### src/rtl/lsc_pkg.sv
// Shared funct3 codes, FSM encoding and access-decode helpers for the load/store controller.
// Pure definitions, no latency; no flow control of its own.
package lsc_pkg;

  localparam logic [2:0] F3_B  = 3'b000;
  localparam logic [2:0] F3_H  = 3'b001;
  localparam logic [2:0] F3_W  = 3'b010;
  localparam logic [2:0] F3_BU = 3'b100;
  localparam logic [2:0] F3_HU = 3'b101;

  typedef enum logic [1:0] {
    IDLE   = 2'd0,
    ACCESS = 2'd1,
    RESP   = 2'd2
  } lsc_state_t;

  // Illegal funct3 for the direction, or address not aligned to the access size.
  function automatic logic lsc_bad(input logic we, input logic [2:0] f3, input logic [1:0] a);
    logic illegal;
    logic misaligned;
    if (we) illegal = !(f3 == F3_B || f3 == F3_H || f3 == F3_W);
    else    illegal = !(f3 == F3_B || f3 == F3_H || f3 == F3_W || f3 == F3_BU || f3 == F3_HU);
    misaligned = (f3[1:0] == 2'b01 && a[0]) || (f3[1:0] == 2'b10 && a != 2'b00);
    return illegal || misaligned;
  endfunction

  function automatic logic [3:0] lsc_be(input logic [2:0] f3, input logic [1:0] a);
    case (f3[1:0])
      2'b00:   return 4'b0001 << a;
      2'b01:   return 4'b0011 << a;
      default: return 4'b1111;
    endcase
  endfunction

  function automatic logic [31:0] lsc_wdata(input logic [2:0] f3, input logic [31:0] wdata);
    case (f3[1:0])
      2'b00:   return {4{wdata[7:0]}};
      2'b01:   return {2{wdata[15:0]}};
      default: return wdata;
    endcase
  endfunction

endpackage

### src/rtl/lsc_load_align.sv
// Load lane select and sign/zero extension of a memory word.
// Combinational, zero latency; no flow control.
module lsc_load_align
  import lsc_pkg::*;
(
  input  logic [2:0]  funct3,
  input  logic [1:0]  addr,
  input  logic [31:0] mem_rdata,
  output logic [31:0] rdata
);

  logic [7:0]  byte_lane;
  logic [15:0] half_lane;

  always_comb begin
    byte_lane = mem_rdata[8*addr +: 8];
    half_lane = addr[1] ? mem_rdata[31:16] : mem_rdata[15:0];
    case (funct3)
      F3_B:    rdata = {{24{byte_lane[7]}}, byte_lane};
      F3_BU:   rdata = {24'd0, byte_lane};
      F3_H:    rdata = {{16{half_lane[15]}}, half_lane};
      F3_HU:   rdata = {16'd0, half_lane};
      default: rdata = mem_rdata;
    endcase
  end

endmodule

### src/rtl/load_store_ctrl.sv
// Multi-cycle load/store sequencer to a req/ack word memory; LSC_TIMEOUT_EN adds an ack timeout.
// Latency: accept -> mem_req next cycle, mem_ack -> rsp_valid next cycle; errors respond 1 cycle after accept.
// Backpressure: req_ready only in IDLE; memory stalls by withholding mem_ack; response is never stalled.
module load_store_ctrl
  import lsc_pkg::*;
#(
  parameter int TIMEOUT_CYCLES = 16,
  parameter int TMO_W          = 5
) (
  input  logic        clk,
  input  logic        reset_n,
  input  logic        req_valid,
  output logic        req_ready,
  input  logic        req_we,
  input  logic [2:0]  req_funct3,
  input  logic [31:0] req_addr,
  input  logic [31:0] req_wdata,
  output logic        rsp_valid,
  output logic [31:0] rsp_rdata,
  output logic        rsp_err,
  output logic        busy,
  output logic        mem_req,
  output logic        mem_we,
  output logic [31:0] mem_addr,
  output logic [3:0]  mem_be,
  output logic [31:0] mem_wdata,
  input  logic        mem_ack,
  input  logic [31:0] mem_rdata
);

  lsc_state_t  state, state_d;
  logic        we_q;
  logic [2:0]  f3_q;
  logic [1:0]  a_q;
  logic [31:0] rd_q;
  logic        err_q;
  logic [31:0] align_rdata;
  logic        expire;

  lsc_load_align u_align (
    .funct3    (f3_q),
    .addr      (a_q),
    .mem_rdata (mem_rdata),
    .rdata     (align_rdata)
  );

`ifdef LSC_TIMEOUT_EN
  logic [TMO_W-1:0] tmo_cnt;

  // mem_ack in the expiry cycle wins, so expiry requires no ack.
  assign expire = (state == ACCESS) && !mem_ack && (tmo_cnt == TMO_W'(TIMEOUT_CYCLES - 1));

  always_ff @(posedge clk or negedge reset_n) begin
    if (!reset_n)              tmo_cnt <= '0;
    else if (state != ACCESS)  tmo_cnt <= '0;
    else if (!mem_ack)         tmo_cnt <= tmo_cnt + 1'b1;
  end
`else
  logic unused_tmo_cfg;
  assign unused_tmo_cfg = ^{TIMEOUT_CYCLES, TMO_W};
  assign expire         = 1'b0;
`endif

  always_comb begin
    state_d = state;
    case (state)
      IDLE:    if (req_valid) state_d = lsc_bad(req_we, req_funct3, req_addr[1:0]) ? RESP : ACCESS;
      ACCESS:  if (mem_ack || expire) state_d = RESP;
      RESP:    state_d = IDLE;
      default: state_d = IDLE;
    endcase
  end

  always_ff @(posedge clk or negedge reset_n) begin
    if (!reset_n) state <= IDLE;
    else          state <= state_d;
  end

  always_ff @(posedge clk or negedge reset_n) begin
    if (!reset_n) begin
      we_q      <= 1'b0;
      f3_q      <= 3'd0;
      a_q       <= 2'd0;
      rd_q      <= 32'd0;
      err_q     <= 1'b0;
      mem_we    <= 1'b0;
      mem_addr  <= 32'd0;
      mem_be    <= 4'd0;
      mem_wdata <= 32'd0;
    end else begin
      case (state)
        IDLE: if (req_valid) begin
          we_q  <= req_we;
          f3_q  <= req_funct3;
          a_q   <= req_addr[1:0];
          rd_q  <= 32'd0;
          err_q <= lsc_bad(req_we, req_funct3, req_addr[1:0]);
          if (!lsc_bad(req_we, req_funct3, req_addr[1:0])) begin
            mem_we    <= req_we;
            mem_addr  <= {req_addr[31:2], 2'b00};
            mem_be    <= lsc_be(req_funct3, req_addr[1:0]);
            mem_wdata <= lsc_wdata(req_funct3, req_wdata);
          end
        end
        ACCESS: if (mem_ack) begin
          rd_q  <= we_q ? 32'd0 : align_rdata;
          err_q <= 1'b0;
        end else if (expire) begin
          rd_q  <= 32'd0;
          err_q <= 1'b1;
        end
        default: begin
          rd_q  <= 32'd0;
          err_q <= 1'b0;
        end
      endcase
    end
  end

  assign req_ready = (state == IDLE);
  assign busy      = (state != IDLE);
  assign mem_req   = (state == ACCESS);
  assign rsp_valid = (state == RESP);
  assign rsp_rdata = rd_q;
  assign rsp_err   = err_q;

endmodule

### config.mk
export PLATFORM = sky130hd
export DESIGN_NAME = load_store_ctrl
export DESIGN_NICKNAME = d
export VERILOG_FILES = /design/src/rtl/lsc_pkg.sv /design/src/rtl/lsc_load_align.sv /design/src/rtl/load_store_ctrl.sv
export SDC_FILE = /design/constraint.sdc
export NUM_CORES = 1
export LEC_CHECK = 0
export BUFFER_PORTS_ARGS = -buffer_cell sky130_fd_sc_hd__buf_2
export CAP_MARGIN = 20
export CORE_MARGIN = 2
export CORE_UTILIZATION = 35
export CTS_CLUSTER_DIAMETER = 30
export DETAILED_ROUTE_END_ITERATION = 10
export PLACE_DENSITY = 0.7
export SKIP_LAST_GASP = 1
export SYNTH_ARGS = -nofsm -noshare
export SYNTH_HDL_FRONTEND = slang
export SYNTH_SLANG_ARGS = --single-unit
### constraint.sdc
create_clock -name clk -period 2.3 [get_ports clk]
set_input_delay 0.23 -clock clk [delete_from_list [all_inputs] [get_ports clk]]
set_output_delay 0.23 -clock clk [all_outputs]
set_load 0.05 [all_outputs]
==> run_results.csv <==
group,metric,value,unit
die,io_pins,210,
run,maxCapViolations,0,
drt,drt_iter0_markers,198,
setup_path,worstReg2RegStart,"a_q[1]",
synthesis,synth_top_family_by_area,"multiplexers",
setup_path,regToRegSetupSlack,0.40,ns
synthesis,ys_ff_latch,108,
drt,ant_nets,0,
min_path,hold_depth,2,
cts,htree_levels,3,
global_route,grt_pass1_vias,4141,
synthesis,syn_area,5000,um^2
global_route,antenna_found_initial,1,
placement,dpl_cell_area,6190,um^2
global_route,grt-ovfl-total,0,
setup_path,critPathKind,"flop to flop",
synthesis,avgSynthCellArea,11.9,um^2
cts,cts_buffer_depth,2,
cts,clock_sinks,108,
drt,dr_total_vias,4123,
power_and_ir_drop,power_leakage,3.29,nW
drt,wl,13.8,mm
min_path,hold_path.class,"input pin to flop",
setup_path,cp_top_family,"compound AO/OA/AOI/OAI gates",
setup_path,startpoint_type,"flop",
synthesis,synth_edf_count,0,
cts,cts_made_buffers,9,
setup_path,cp_slowest_cell,"dfrtp_1",
finish,final_net_count,723,
synthesis,synth.top_cell.area_share,0.541,
min_path,min-delay-start,"req_addr[11]",
timing,hold_viol_final,0,
setup_path,r2r_cells,4,
synthesis,synth.mux.area_fraction,0.170,
cts,post_cts_buffers,0,
global_route,grt.total_usage,0.184,
global_route,grt_pass1_wl,21.5,mm
synthesis,synthSimpleGateAreaFrac,0.0964,
setup_path,critical-path-max-stage-delay,0.58,ns
finish,fin_area,6480,um^2
setup_path,crit_path_start,"a_q[1]",
finish,areaGrowthSynthToFinish,29.7,%
timing,period_share,0.824,
power_and_ir_drop,irDropWorstVdd,0.854,mV
die,dieHeight,123,um
timing,whs,0.0891,ns
synthesis,synth_seq_area_share,0.541,
synthesis,synth_compound_area_frac,0.150,
timing,setup_viol,0,
synthesis,yosys.area.top_type,"dfrtp_1",
synthesis,synthCells,420,
timing,drv_slew,0,
synthesis,synthXorXnorAreaFrac,0,
outcome,outcome,"completed",
timing,rsz0062_at_grt,"no",
timing,fmax,0.528,GHz
setup_path,cp_max_fo,11,
cts,cts_tree,"yes",
synthesis,yosys_warnings,0,
die,initial_core_util,0.359,
placement,hpwl,10.6,mm
synthesis,synth_cell_types,48,
die,fp.dieArea,15200,um^2
drt,route.detailed.drc,0,
timing,tightest_slew,0.697,ns
synthesis,synthFlopType,"dfrtp_1",
global_route,grt_max_degree,92,
synthesis,synth_area_leaders,"dfrtp_1 (54%), mux2_2 (9.2%), mux2i_1 (5.0%)",
timing,fin_worst_skew,0.00843,ns
min_path,min_to,"mem_addr[11]",
die,coreArea,13900,um^2
die,rows,43,
setup_path,crit_path_end_kind,"flop",
drt,wl_per_cell,17.2,um
placement,io_buffers,207,
die,die_w,123,um
finish,final_common_cell,"buf_2",
setup_path,required,2.54,ns
timing,slew_headroom,0.528,
cts,clock_latency,0.36,ns
drt,dr.pass1.iters,7,
timing,setup_tns,0,ns
synthesis,synthAdderAreaFrac,0,
synthesis,async_flop_share,1.00,
timing,fin_crit,1.90,ns
power_and_ir_drop,p_per_area,1460,nW/um^2
placement,place_congestion,0.842,
finish,mostFrequentLayoutCells,"buf_2 (206), dfrtp_1 (108), nand2_1 (48)",
setup_path,arrival,2.13,ns
drt,viasPerCell,5.12,
cts,cts-root-buf,"clkbuf_16",
cts,clk_pin_slew,0.07,ns
finish,drive_above_1_share,0.473,
setup_path,reg2reg_to,"rsp_rdata[13]",
setup_path,path_cells,"mux2_2 -> a221oi_4 -> nand2_1 -> a32o_1",
setup_path,crit_buf_inv,0,
## per-stage QoR
stage                     instances  total power (W)  utilization  worst slack (ns)
after floorplan                 421          0.00677            -             0.450
after global placement          787          0.00792        0.444             0.471
after detailed placement        787          0.00802        0.444             0.429
after CTS                       804          0.00956        0.465             0.409
after global routing            804          0.00998        0.465             0.224
final                           805          0.00947        0.465             0.405
## worst register-to-register path, cell delays in order, from the launching register on
cell	delay [ns]
dfrtp_1	0.58
mux2_2	0.46
a221oi_4	0.38
nand2_1	0.10
a32o_1	0.26
## state kept, by name, summed over array words and instances (netlist names)
| signal | count |
|---|---|
| mem_be | 4 |
| rsp_err | 1 |
| f3_q | 3 |
| rsp_rdata | 32 |
| we_q | 1 |
| state | 2 |
| a_q | 2 |
| mem_wdata | 32 |
| mem_we | 1 |
| mem_addr | 30 |
## worst max path at each step
stage | to | slack [ns] | depth (start not counted)
4_1_cts | rsp_rdata[21] | 0.41 | 4
5_1_grt | rsp_rdata[12] | 0.22 | 4
6_report | rsp_rdata[13] | 0.40 | 4
2_1_floorplan | busy | 0.45 | 3
3_3_place_gp | rsp_rdata[8] | 0.47 | 4
3_5_place_dp | rsp_rdata[13] | 0.43 | 4
## repair_timing
| action | CTS | global route |
|---|---|---|
| gates resized for setup | 0 | 0 |
| hold buffers | 1 | 0 |
| hold endpoints to repair | 34 | 0 |
| setup endpoints to repair | 0 | 0 |
## kinds of logic after synthesis
group                  after synthesis
AO/OA/AOI/OAI                       97
buffers and inverters               36
flip-flops                         108
multiplexers                        78
other                                1
AND/OR/NAND/NOR                    100
## Yosys cell counts, types with 2 or more instances
cell type / instances
nand2_1: 48
a221o_2: 6
inv_1: 5
o221ai_1: 3
and2_1: 2
mux2i_1: 25
clkbuf_1: 15
a221o_1: 10
nor2_1: 19
mux2_1: 11
buf_2: 5
dfrtp_1: 108
a21oi_4: 2
buf_4: 2
nor3_1: 2
o21ai_0: 36
o22a_1: 2
a211oi_1: 2
and2_2: 2
a32o_1: 9
mux2_2: 41
a21oi_1: 15
nor2b_1: 5
a22oi_1: 2
a22o_1: 2
buf_6: 8
nand2b_1: 12
## routing by layer
metal | global-route usage | wire (um) | vias up
li1 | - | - | 1903
met1 | 0.229 | 5730 | 2007
met2 | 0.298 | 6510 | 197
met3 | 0.0554 | 1330 | 16
met4 | 0.0732 | 270 | 0
met5 | 0 | 0 | -
## cell type report
class | instances | area, um^2
antenna | 1 | 2.50
clock buffer | 9 | 225
clock inverter | 7 | 58.8
fill | 1314 | 7450
inverter | 5 | 18.8
multi-input combinational | 277 | 2100
sequential | 108 | 2700
tap | 180 | 225
timing repair buffer | 218 | 1150
## where the power goes
part           leakage, nW  switching (W)  internal, W
clock                0.138       0.000745     0.000753
sequential            1.36       0.000507      0.00260
combinational         1.79        0.00358      0.00128
Power figures use the tool's default switching activity.
